## config.mk

```make
export PLATFORM = sky130hd
export DESIGN_NAME = data_mem_arbiter
export DESIGN_NICKNAME = d
export VERILOG_FILES = /design/src/rtl/data_mem_arbiter.sv
export SDC_FILE = /design/constraint.sdc
export NUM_CORES = 1
export LEC_CHECK = 0
export ABC_AREA = 1
export CAP_MARGIN = 10
export CORE_ASPECT_RATIO = 1.1
export CORE_MARGIN = 5
export CORE_UTILIZATION = 30
export DETAILED_ROUTE_END_ITERATION = 10
export GPL_ROUTABILITY_DRIVEN = 0
export PLACE_DENSITY = 0.72
export SLEW_MARGIN = 10
export SYNTH_ARGS = -nofsm -noshare
export SYNTH_HDL_FRONTEND = slang
export SYNTH_SLANG_ARGS = --single-unit
```

## constraint.sdc

```tcl
create_clock -name clk -period 1.4 [get_ports clk]
set_clock_uncertainty 0.2 [all_clocks]
set_input_delay 0.21 -clock clk [delete_from_list [all_inputs] [get_ports clk]]
set_output_delay 0.21 -clock clk [all_outputs]
set_load 0.05 [all_outputs]
```

## src/rtl/data_mem_arbiter.sv

```systemverilog
// data_mem_arbiter: two-port sequencer in front of the 1024x32 data memory.
// One access at a time (IDLE -> ACCESS -> RESP), round-robin on conflict.
// All memory-side signals are registered so the active-low write enable is
// stable across the memory's negedge write; out-of-range addresses are flagged.
module data_mem_arbiter #(
    parameter int DATA_W = 32,
    parameter int ADDR_W = 10
) (
    input  logic              clk,
    input  logic              reset_n,
    input  logic              a_req,
    input  logic              a_we,
    input  logic [31:0]       a_addr,
    input  logic [DATA_W-1:0] a_wdata,
    output logic              a_done,
    output logic              a_err,
    output logic [DATA_W-1:0] a_rdata,
    input  logic              b_req,
    input  logic              b_we,
    input  logic [31:0]       b_addr,
    input  logic [DATA_W-1:0] b_wdata,
    output logic              b_done,
    output logic              b_err,
    output logic [DATA_W-1:0] b_rdata,
    output logic [31:0]       mem_address,
    output logic [DATA_W-1:0] mem_dataInput,
    output logic              mem_writeEnable,
    input  logic [DATA_W-1:0] mem_dataOutput,
    output logic              busy
);

    typedef enum logic [1:0] {
        ST_IDLE   = 2'b00,
        ST_ACCESS = 2'b01,
        ST_RESP   = 2'b10
    } state_e;

    localparam logic PORT_A = 1'b0;
    localparam logic PORT_B = 1'b1;

    // A word address is valid only if no bit above the implemented range is set.
    function automatic logic addr_in_range(input logic [31:0] addr);
        addr_in_range = ((addr >> ADDR_W) == 32'd0);
    endfunction

    state_e              state_q, state_d;
    logic                last_grant_q, last_grant_d;
    logic                grant_q, grant_d;
    logic                we_q, we_d;
    logic                in_range_q, in_range_d;
    logic                a_done_q, a_done_d, b_done_q, b_done_d;
    logic                a_err_q, a_err_d, b_err_q, b_err_d;
    logic [DATA_W-1:0]   a_rdata_q, a_rdata_d, b_rdata_q, b_rdata_d;
    logic [31:0]         mem_address_q, mem_address_d;
    logic [DATA_W-1:0]   mem_dataInput_q, mem_dataInput_d;
    logic                mem_we_n_q, mem_we_n_d;

    logic                pick_b_s;
    logic                sel_we_s;
    logic [31:0]         sel_addr_s;
    logic [DATA_W-1:0]   sel_wdata_s;
    logic                sel_in_range_s;
    logic [DATA_W-1:0]   rd_val_s;

    // Out-of-range reads return zero instead of aliased memory contents.
    assign rd_val_s = in_range_q ? mem_dataOutput : {DATA_W{1'b0}};

    // Pick the winner among current requests and mux its access fields.
    always_comb begin
        if (a_req && b_req) begin
            pick_b_s = (last_grant_q == PORT_A);
        end else if (b_req) begin
            pick_b_s = 1'b1;
        end else begin
            pick_b_s = 1'b0;
        end
        if (pick_b_s) begin
            sel_we_s    = b_we;
            sel_addr_s  = b_addr;
            sel_wdata_s = b_wdata;
        end else begin
            sel_we_s    = a_we;
            sel_addr_s  = a_addr;
            sel_wdata_s = a_wdata;
        end
        sel_in_range_s = addr_in_range(sel_addr_s);
    end

    // Sequencer next-state: grant in IDLE, complete in ACCESS, pulse in RESP.
    always_comb begin
        state_d         = state_q;
        last_grant_d    = last_grant_q;
        grant_d         = grant_q;
        we_d            = we_q;
        in_range_d      = in_range_q;
        a_done_d        = 1'b0;
        b_done_d        = 1'b0;
        a_err_d         = 1'b0;
        b_err_d         = 1'b0;
        a_rdata_d       = a_rdata_q;
        b_rdata_d       = b_rdata_q;
        mem_address_d   = mem_address_q;
        mem_dataInput_d = mem_dataInput_q;
        mem_we_n_d      = mem_we_n_q;
        case (state_q)
            ST_IDLE: begin
                if (a_req || b_req) begin
                    state_d         = ST_ACCESS;
                    grant_d         = pick_b_s;
                    last_grant_d    = pick_b_s;
                    we_d            = sel_we_s;
                    in_range_d      = sel_in_range_s;
                    mem_address_d   = sel_addr_s;
                    mem_dataInput_d = sel_wdata_s;
                    mem_we_n_d      = ~(sel_we_s & sel_in_range_s);
                end else begin
                    state_d = ST_IDLE;
                end
            end
            ST_ACCESS: begin
                state_d    = ST_RESP;
                mem_we_n_d = 1'b1;
                if (grant_q == PORT_B) begin
                    b_done_d = 1'b1;
                    b_err_d  = ~in_range_q;
                    if (!we_q) begin
                        b_rdata_d = rd_val_s;
                    end else begin
                        b_rdata_d = b_rdata_q;
                    end
                end else begin
                    a_done_d = 1'b1;
                    a_err_d  = ~in_range_q;
                    if (!we_q) begin
                        a_rdata_d = rd_val_s;
                    end else begin
                        a_rdata_d = a_rdata_q;
                    end
                end
            end
            ST_RESP: begin
                state_d = ST_IDLE;
            end
            default: begin
                state_d    = ST_IDLE;
                mem_we_n_d = 1'b1;
            end
        endcase
    end

    // State and output registers with synchronous active-low reset.
    always_ff @(posedge clk) begin
        if (!reset_n) begin
            state_q         <= ST_IDLE;
            last_grant_q    <= PORT_B;
            grant_q         <= PORT_A;
            we_q            <= 1'b0;
            in_range_q      <= 1'b0;
            a_done_q        <= 1'b0;
            b_done_q        <= 1'b0;
            a_err_q         <= 1'b0;
            b_err_q         <= 1'b0;
            a_rdata_q       <= {DATA_W{1'b0}};
            b_rdata_q       <= {DATA_W{1'b0}};
            mem_address_q   <= 32'd0;
            mem_dataInput_q <= {DATA_W{1'b0}};
            mem_we_n_q      <= 1'b1;
        end else begin
            state_q         <= state_d;
            last_grant_q    <= last_grant_d;
            grant_q         <= grant_d;
            we_q            <= we_d;
            in_range_q      <= in_range_d;
            a_done_q        <= a_done_d;
            b_done_q        <= b_done_d;
            a_err_q         <= a_err_d;
            b_err_q         <= b_err_d;
            a_rdata_q       <= a_rdata_d;
            b_rdata_q       <= b_rdata_d;
            mem_address_q   <= mem_address_d;
            mem_dataInput_q <= mem_dataInput_d;
            mem_we_n_q      <= mem_we_n_d;
        end
    end

    assign a_done          = a_done_q;
    assign a_err           = a_err_q;
    assign a_rdata         = a_rdata_q;
    assign b_done          = b_done_q;
    assign b_err           = b_err_q;
    assign b_rdata         = b_rdata_q;
    assign mem_address     = mem_address_q;
    assign mem_dataInput   = mem_dataInput_q;
    assign mem_writeEnable = mem_we_n_q;
    assign busy            = (state_q != ST_IDLE);

endmodule

```

After elaboration in Yosys (flattened, before gate mapping)
Index checks and enable logic that the tools add are counted.
W data, S select, Z words.
- register bits: 139
- latch bits: 0
- bits in writable memories: 0
- ROM bits: 0
- output and inout bits: 134
- logic and storage cells: 50
- memories: 0
- add/sub/neg operators: 0
- multipliers: 0
- div/mod/pow operators: 0
- order comparisons: 0
- eq/ne operators: 3
- shift operators: 0
- muxes and demuxes: 12
- bitwise operators: 9
- reduce and logical (&&, ||, !) cells: 12
- operator list (cell ; count):
    $mux W32 ; 3
    $logic_not A32 Y1 ; 1
    $reduce_and A3 Y1 ; 3
    $not A1 Y1 ; 8
    $mux W1 ; 7
    $reduce_and A2 Y1 ; 3
    $pmux W2 S2 ; 1
    $reduce_or A3 Y1 ; 1
    $eq A2 B1 Y1 const B ; 1
    $eq A2 B2 Y1 const B ; 1
    $logic_not A2 Y1 ; 1
    $ne A2 B2 Y1 const B ; 1
    $pmux W1 S2 ; 1
    $reduce_bool A2 Y1 ; 1
    $and A1 B1 Y1 ; 1
    $logic_and A1 B1 Y1 ; 1
    $logic_or A1 B1 Y1 ; 1

Logic depth before layout (Yosys ltp)
Gate-level depths: netlist of run 1.
- word-level depth: 8
- gate-level depth with buffers: 12
- gate-level depth less buffers: 11

Worst setup path before layout of run 1
Ideal clock, no wire load.
- path type: register to register
- from: reg state_q[1]
- to: reg mem_address_q[0], in the netlist mem_address[0]
- setup time: 0.074 ns
- arrival time: 1.419 ns
- data required time: 1.126 ns
- path slack: -0.293 ns
- cell stages (with the launch flop): 8
- buffers on the path: 2
- cell sequence: dfxtp_1 -> nor2_1 -> inv_1 -> nor2_2 -> buf_2 -> buf_2 -> o21ai_0 -> a31oi_1
- longest elaborated chain between the ends: 2
- RTL lines (what ; RTL line ; RTL):
    start, declared ; 46 ; state_e state_q, state_d;
    start signal, assigned ; 169 ; state_q <= state_d;
    $logic_not A2 Y1 ; 105 ; case (state_q)
    $reduce_and A2 Y1 (no source line) ; n/a ;
    end signal, assigned ; 180 ; mem_address_q <= mem_address_d;
    end, declared ; 54 ; logic [31:0] mem_address_q, mem_address_d;
Every way passes these cells.
A chain may end at the register's enable or synchronous reset.

Final worst setup path of run 1
- from: reg last_grant_q
- to: reg mem_we_n_q, in the netlist mem_writeEnable
- longest elaborated chain between the ends: 8
- elaborated cells between the ends (all ways): 9
- classes of those cells: 5 x mux; 3 x bitwise; 1 x reduce/logical
- RTL lines (what ; RTL line ; RTL):
    start, declared ; 47 ; logic last_grant_q, last_grant_d;
    start signal, assigned ; 170 ; last_grant_q <= last_grant_d;
    $not A1 Y1 * ; 71 ; pick_b_s = (last_grant_q == PORT_A);
    $mux W1 * ; 70 ; if (a_req && b_req) begin
    $mux W32 ; 77 ; if (pick_b_s) begin
    $logic_not A32 Y1 ; 43 ; addr_in_range = ((addr >> ADDR_W) == 32'd0);
    $and A1 B1 Y1 * ; 115 ; mem_we_n_d = ~(sel_we_s & sel_in_range_s);
    $not A1 Y1 * ; 115 ;
    $mux W1 * ; 107 ; if (a_req || b_req) begin
    $pmux W1 S2 * ; 105 ;
    end signal, assigned ; 182 ; mem_we_n_q <= mem_we_n_d;
    end, declared ; 56 ; logic mem_we_n_q, mem_we_n_d;
Mark *: on every way between the ends. The rest lies on a longest branch, timed or not. The select of a mux whose other input is x is not followed.

==> results.txt, run 1 <==
The critical path ends at mem_writeEnable$_SDFFE_PN1P_. From synthesis to final layout, the design area changed by 134.0%. The via count of the first global-routing pass is 6548. The detailed router finished its first iteration with 361 violations. Clock latency on the worst-skew pair, taken at its later pin, is 0.41 ns.

The stage delay of the slowest cell on the critical path came out at 0.38 ns. The final critical-path required period is 1.757 ns. The number of nets produced by synthesis is 874.

The maximum level of the CTS H-tree is 4. The number of vias per cell after detailed routing came out at 5.051. The power density over the cells came out at 1199 nW/µm².

The largest total area in the synthesized netlist belongs to dfxtp_1. The average cell area after synthesis came out at 7.695 µm². The worst setup path is launched from a flop. The TritonCTS sink count came out at 139.

By instance count, the cell type seen most on the critical path is nand2_1. The top flip-flop cell by instance count after synthesis is dfxtp_1. The maximum number of pins on one net before global-route repair is 66.

In this run the critical register-to-register path is launched from last_grant_q$_SDFFE_PN1P_. The post-detailed-route DRC marker count came out at 0. Among all stages on the critical path, the largest delay is contributed by dfxtp_4. Measured against its own limit, the worst slew margin works out to 75.11%. CTS placed an instance of clkbuf_16 at the clock tree root. Setup violations remaining at the end of the flow were counted as 135. Dividing the detail-routed wire length by the instance count gives 19.91 µm.

The count of boundary I/O pins came out at 300. The setup slack after placement came out at -0.7088 ns. The critical path goes through nand2_8 -> nand2_8 -> clkbuf_16 -> nand2_2 -> nand2_2 -> nand2_1 -> nor2_1 -> nand2_1 -> nor2_2 -> nand3_1 -> nand2_1 -> nand2_1.

The slack of the worst reg-to-reg path came out at -0.36 ns. The synthesized instance count came out at 708. The CTS buffer count is 17. The total placed instance area is 10350 µm².

The share of flip-flops with an asynchronous set or reset came out at 0%. The flow ran to the end, but the final reports show violations. The final standard cell area without fillers came out at 12750 µm². TritonCTS built the clock tree.

The area of the mapped netlist came out at 5448 µm². The final critical path takes up 125.5% of the cycle. The initial antenna violation count came out at 0. VDD sags by at most 799.0 µV. The die boundary height came out at 151.3 µm. The all-layer global routing usage came out at 21.68%. The start point of the critical path is last_grant_q$_SDFFE_PN1P_. The distinct cell type count after synthesis is 20. The number of antenna cells inserted is 0. The sum of routed wire length over all layers came out at 26460 µm.

The required time at the endpoint of the critical path came out at 1.51 ns. The worst setup path is captured at a flop. For the pin with the worst max-slew slack, the measured transition is 0.3730 ns. The core region is 17800 µm². The maximum buffer depth of the clock tree came out at 2. Once routing completed, OpenROAD measured the worst setup slack at -0.3565 ns. After clock tree synthesis, the clock-pin slew on the worst setup and hold paths is 0.06 ns.

The final count of pins violating max slew came out at 0. The maximum clock frequency is 569.3 MHz. The commonest cells after synthesis are nand2_1, dfxtp_1, o21ai_0, a21oi_1, a31oi_1. The overall via count from detail_route is 6713.

Max-cap violations in this run came to 0. The critical path in this run is classified as flop to flop. The number of buffers added on ports is 299. The portion of the post-synthesis area used by sequential elements came out at 51.08%. Global routing finished with a remaining overflow of 0. The synthesized design contains 0 enable-type register cells.

The hold violation total from the final report came out at 0. After floorplanning, the core was divided into 51 placement rows. The class of the worst hold path is input port to flop. The register bit count reported by yosys came out at 139. The cell with the most instances after synthesis is nand2_1. During synthesis, Yosys emitted a total of 0 warnings. The net count of the finished layout came out at 1244. The floorplan step defined a die boundary enclosing 20960 µm².

The highest fanout seen on the critical path is 5. Summed over all cells, the static leakage comes to 5.085 nW. The checks that failed: negative setup slack. The post-DP HPWL is 14960 µm.

Setup repair after global routing could not meet its margin everywhere. The first TritonRoute pass finished after 7 iterations. The final core area utilization is 71.60%. The share of Yosys cell area claimed by the top area cell type is 51.08%.

The initial cell density of the core came out at 30.60%. Ranked by total cell area, the synthesized netlist is headed by dfxtp_1, nand2_1, o21ai_0. The count of cells along the worst register-to-register path is 12. The fraction of layout instances using a drive strength above 1 came out at 41.61%. The reg-to-reg critical path endpoint is mem_writeEnable$_SDFFE_PN1P_.

The worst hold margin came out at 0.08570 ns. The number of hold buffers added after cts came out at 0. The arrival time reported for the critical path endpoint is 1.87 ns.

The x dimension of the die is 138.5 µm. Summed over all failing endpoints, the final setup total negative slack is -29.45 ns. The global-route wire length before repair is 35600 µm. The number of antenna-violating nets in the routed design is 0.
-- metal layers --
metal  part of all wire, %  up-vias  wire length, µm  global-route usage (%)
li1                      -     3183                -                       -
met1                    36     3134             9403                   22.72
met2                    53      335            13950                   39.14
met3                   8.4       61             2231                   8.020
met4                   3.3        0              878                   9.585
met5                     0        -                0                       0
-- flip-flops by register name, summed over array words and instances (netlist names) --
register         flops
a_err                1
last_grant_q         1
a_rdata             32
b_err                1
b_rdata             32
in_range_q           1
we_q                 1
grant_q              1
state_q              2
mem_writeEnable      1
mem_dataInput       32
mem_address         32
b_done               1
a_done               1
-- critical path, delay by kind of cell, from the launching register on --
| kind | cells | cell delay [ns] |
|---|---|---|
| simple gates | 11 | 0.90 |
| flops | 1 | 0.38 |
| buf+inv | 1 | 0.17 |
-- worst min path at each step --
stage                                    from                       endpoint  slack (ns)  depth (start not counted)
global route                          reset_n      last_grant_q$_SDFFE_PN1P_        0.08                          3
floorplan                          a_wdata[0]  mem_dataInput[0]$_SDFFE_PN0P_        0.17                          2
finish                                reset_n      last_grant_q$_SDFFE_PN1P_        0.09                          3
detailed placement  last_grant_q$_SDFFE_PN1P_      last_grant_q$_SDFFE_PN1P_        0.28                          2
global placement    last_grant_q$_SDFFE_PN1P_      last_grant_q$_SDFFE_PN1P_        0.27                          2
CTS                                   reset_n      last_grant_q$_SDFFE_PN1P_        0.05                          3
-- area by class of cell --
cell class	count	area, µm²
clock buffers	17	425.4
clock inverters	15	237.7
fillers	1203	5056
inverters	19	83.83
multi-input cells	490	2846
flip-flops and latches	139	2863
well taps	238	297.8
repair buffers	411	5993
-- logic make-up (layout without fill, tap and decap cells) --
kind of cell           after synthesis  in the layout  synth area share (%)
and+or+nand+nor                    230            230                 17.29
AOI/OAI and AO/OA                  260            260                 25.33
buffers and inverters               79            462                 6.293
DFF                                139            139                 51.08
-- cells in the final DEF (no fill, tap or decap), types with 17 or more instances in the layout --
cell / instances
buf_6: 17
dfxtp_1: 79
nor2_1: 17
buf_4: 47
o21ai_1: 35
a21oi_1: 19
o21ai_0: 77
clkbuf_16: 30
buf_12: 148
nand2_1: 157
dfxtp_2: 58
a21oi_2: 42
clkdlybuf4s50_1: 162
a31oi_1: 54
nand2_2: 18
-- stage by stage --
step / std cells / power, mW
after global placement: 1241 / 9.078
after floorplan: 708 / 6.670
final: 1329 / 15.28
after global routing: 1329 / 15.76
after CTS: 1304 / 14.81
after detailed placement: 1241 / 9.129
-- timing repair --
| action | in CTS | in global routing |
|---|---|---|
| gates cloned | 16 | 15 |
| endpoints found under the setup margin | 141 | 186 |
| pin swaps | 9 | 34 |
| buffers inserted | 15 | 17 |
| gates resized for setup | 100 | 189 |
-- where the power goes --
part	internal, mW	leakage, nW	total [mW]	switching, mW
combinational	2.75	3.60	5.37	2.62
clock	3.21	0.317	5.15	1.94
sequential	4.35	1.17	4.75	0.399
Note: power is estimated with default switching activity, not from simulation.
==> run 2: changes to the inputs <==
Settings changed: MAX_ROUTING_LAYER set to met4, TNS_END_PERCENT set to 10.
==> results.txt, run 2 (synthesis results as in run 1) <==
The flow ran to the end, but the final reports show violations. The checks that failed: negative setup slack. The power consumption came out at 14.37 mW (-5.9%). The x dimension of the die is 138.5 µm (unchanged). The detailed-route wire length per cell is 16.64 µm (-16%).

The ratio of final minimum period to clock period came out at 118.9% (-6.6 points). The stage delay of the slowest cell on the critical path is 0.36 ns (-0.02 ns). The multi-input logic area is 2437 µm² (-14%). The total iterations of the first detailed-routing run came out at 4 (-3). The sum of routed wire length over all layers is 21590 µm (-18%). The layout overhead on the synthesized area is 110.8%. The remaining max-slew budget at the tightest pin came out at 70.89% (-4.2 points). The initial antenna violation count was 0 (unchanged).

The class of the worst hold path is input port to flop. The via count of the first global-routing pass is 6173 (-5.7%). The most common cell after layout, fill and taps aside is nand2_1.

The kind of critical path is flop to flop. The final global-route overflow total is 0 (unchanged). The library cells used most frequently in the layout, excluding fill and tap cells, are nand2_1, clkdlybuf4s50_1, buf_12. The power density over the cells is 1251 nW/µm² (+4.4%).

The net count of the finished layout came to 1212 (-2.6%). The overall via count from detail_route is 6308 (-6.0%). Clock tree synthesis selected as its root buffer the cell clkbuf_16. The hold violation total from the final report was 0 (unchanged). The all-layer global routing usage came out at 19.59% (-2.1 points). The slack of the critical path came out at -0.2645 ns (+0.09204 ns). The number of antenna-violating nets in the routed design is 0 (unchanged). The fraction of layout instances using a drive strength above 1 came out at 29.18% (-12 points).

The worst hold margin was 0.1463 ns (+0.06061 ns). The final standard cell area without fillers was 11480 µm² (-9.9%). The number of max-cap violations is 0 (unchanged). The number of vias per cell after detailed routing came out at 4.864 (-3.7%). The global-route wire length before repair is 31730 µm (-11%). The clock-pin slew reported for the worst setup and hold paths after clock tree synthesis is 0.07 ns (about the same).

The transition at the pin with the smallest max-transition slack is 0.4361 ns (+0.06315 ns). The number of placement rows is 51 (unchanged). The initial cell density of the core is 30.60% (unchanged). The highest fanout seen on the critical path came out at 16 (+11).

The clock tree from TritonCTS is built. The clock network latency to the later pin of the worst-skew pair is 0.41 ns (about the same). The number of antenna cells inserted came out at 0 (unchanged). The setup violation total in the final timing report came out at 135 (unchanged).

STA classifies the critical path startpoint as a flop. Traced cell by cell, the critical path runs through inv_2 -> nor2_2 -> inv_2 -> nor3_4 -> buf_4 -> clkbuf_16 -> o21ai_0 -> a21oi_1. STA classifies the critical path endpoint as a flop. The total placed instance area is 10370 µm² (+0.16%). The highest ir drop seen on vdd came out at 811.3 µV (+1.5%).

The iteration-0 DRC count of the detailed router is 296 (-18%). The register cell area after layout came out at 2819 µm² (-1.5%). The final critical-path required period was 1.664 ns (-0.09204 ns). The final setup TNS is -16.76 ns (+12.68 ns). The CTS buffer count was 17 (unchanged). The final count of pins violating max slew is 0 (unchanged). The number of buffers added on ports is 299 (unchanged). The maximum number of pins on one net before global-route repair is 65 (-1.5%). The cell with the largest stage delay on the worst path is dfxtp_2. Setup repair after global routing could not meet its margin everywhere. The post-detailed-route DRC marker count is 0 (unchanged).

The count of boundary I/O pins was 300 (unchanged). The area of the core was 17800 µm² (unchanged). The arrival time reported for the critical path endpoint is 1.81 ns (-0.06 ns). The maximum clock frequency came out at 600.8 MHz (+5.5%). The post-DP HPWL is 15240 µm (+1.9%). The TritonCTS sink count came out at 139 (unchanged). The cell type with the highest occurrence count on the critical path is inv_2. The maximum buffer depth of the clock tree is 2 (unchanged). The maximum level of the CTS H-tree came out at 4 (unchanged). The area enclosed by the die boundary came out at 20960 µm² (unchanged). The number of filler cells placed in the layout is 1371 (+14%). The required time at the endpoint of the critical path is 1.55 ns (+0.04 ns).

The die boundary height is 151.3 µm (unchanged). The leakage power is 4.659 nW (-8.4%).
## run 2: changes by cell type in the layout (fill, tap and decap cells not counted), moves of 12 or more
cell | before | now
o21ai_0 | 77 | 95
buf_16 | 15 | 1
o21ai_2 | 15 | 1
dfxtp_1 | 79 | 112
nand2_1 | 157 | 174
a21oi_1 | 19 | 59
a21oi_2 | 42 | 12
nand2_2 | 18 | 6
dfxtp_2 | 58 | 26
## run 2: worst paths after layout
path              cells past startpoint                     endpoint  slack (ns)                       from
hold / removal                        3  mem_address[5]$_SDFFE_PN0P_        0.15                  b_addr[5]
setup reg to reg                      8     b_rdata[13]$_SDFFE_PN0P_       -0.26      state_q[0]$_SDFF_PN0_
setup / recovery                      8     b_rdata[13]$_SDFFE_PN0P_       -0.26      state_q[0]$_SDFF_PN0_
hold reg to reg                       2    last_grant_q$_SDFFE_PN1P_        0.30  last_grant_q$_SDFFE_PN1P_
## run 2: layer usage
metal / part of all wire [%] / wire (µm) / vias up / track usage (%)
met5: 0 / 0 / - / -
met4: 2.5 / 539 / 0 / 7.164
met3: 8.9 / 1919 / 40 / 7.105
met2: 51 / 11040 / 264 / 32.76
met1: 37 / 8091 / 2899 / 21.70
li1: - / - / 3105 / -
## run 2: metrics by stage
stage / std cells / utilization [%] / setup WS, ns
after floorplan: 708 / - / -0.1096
after global placement: 1242 / 58.25 / -0.6419
after detailed placement: 1242 / 58.25 / -0.6792
after CTS: 1280 / 62.65 / -0.2454
after global routing: 1297 / 64.50 / -0.3709
final: 1297 / 64.50 / -0.2645
## run 2: what timing repair did
| action | 4_1_cts | 5_1_grt |
|---|---|---|
| hold endpoints to repair | 3 | 0 |
| pin swaps | 6 | 10 |
| setup endpoints to repair | 139 | 169 |
| hold buffers | 1 | 0 |
| setup buffers | 4 | 12 |
| resized for setup | 19 | 74 |
| gates cloned | 1 | 5 |
## run 2: worst max-delay path: cells and delay by family, from the launching register on
family / cells / cell delay (ns)
buf+inv: 4 / 0.47
compound gates: 2 / 0.24
flops: 1 / 0.36
simple gates: 2 / 0.34
## run 2: area by class of cell
cell class,count,share of cell area [%]
clock buffer,18,3.824
clock inverter,14,2.037
inverter,19,0.6973
multi-input combinational,490,21.22
sequential,139,24.55
tap,238,2.593
timing repair buffer,379,45.08
## run 2: power by group
part / leakage [nW] / switching, mW / internal [mW]
Clock: 0.330 / 1.85 / 3.26
Sequential: 1.15 / 0.365 / 4.33
Combinational: 3.18 / 2.29 / 2.26
Total: 4.66 / 4.51 / 9.86
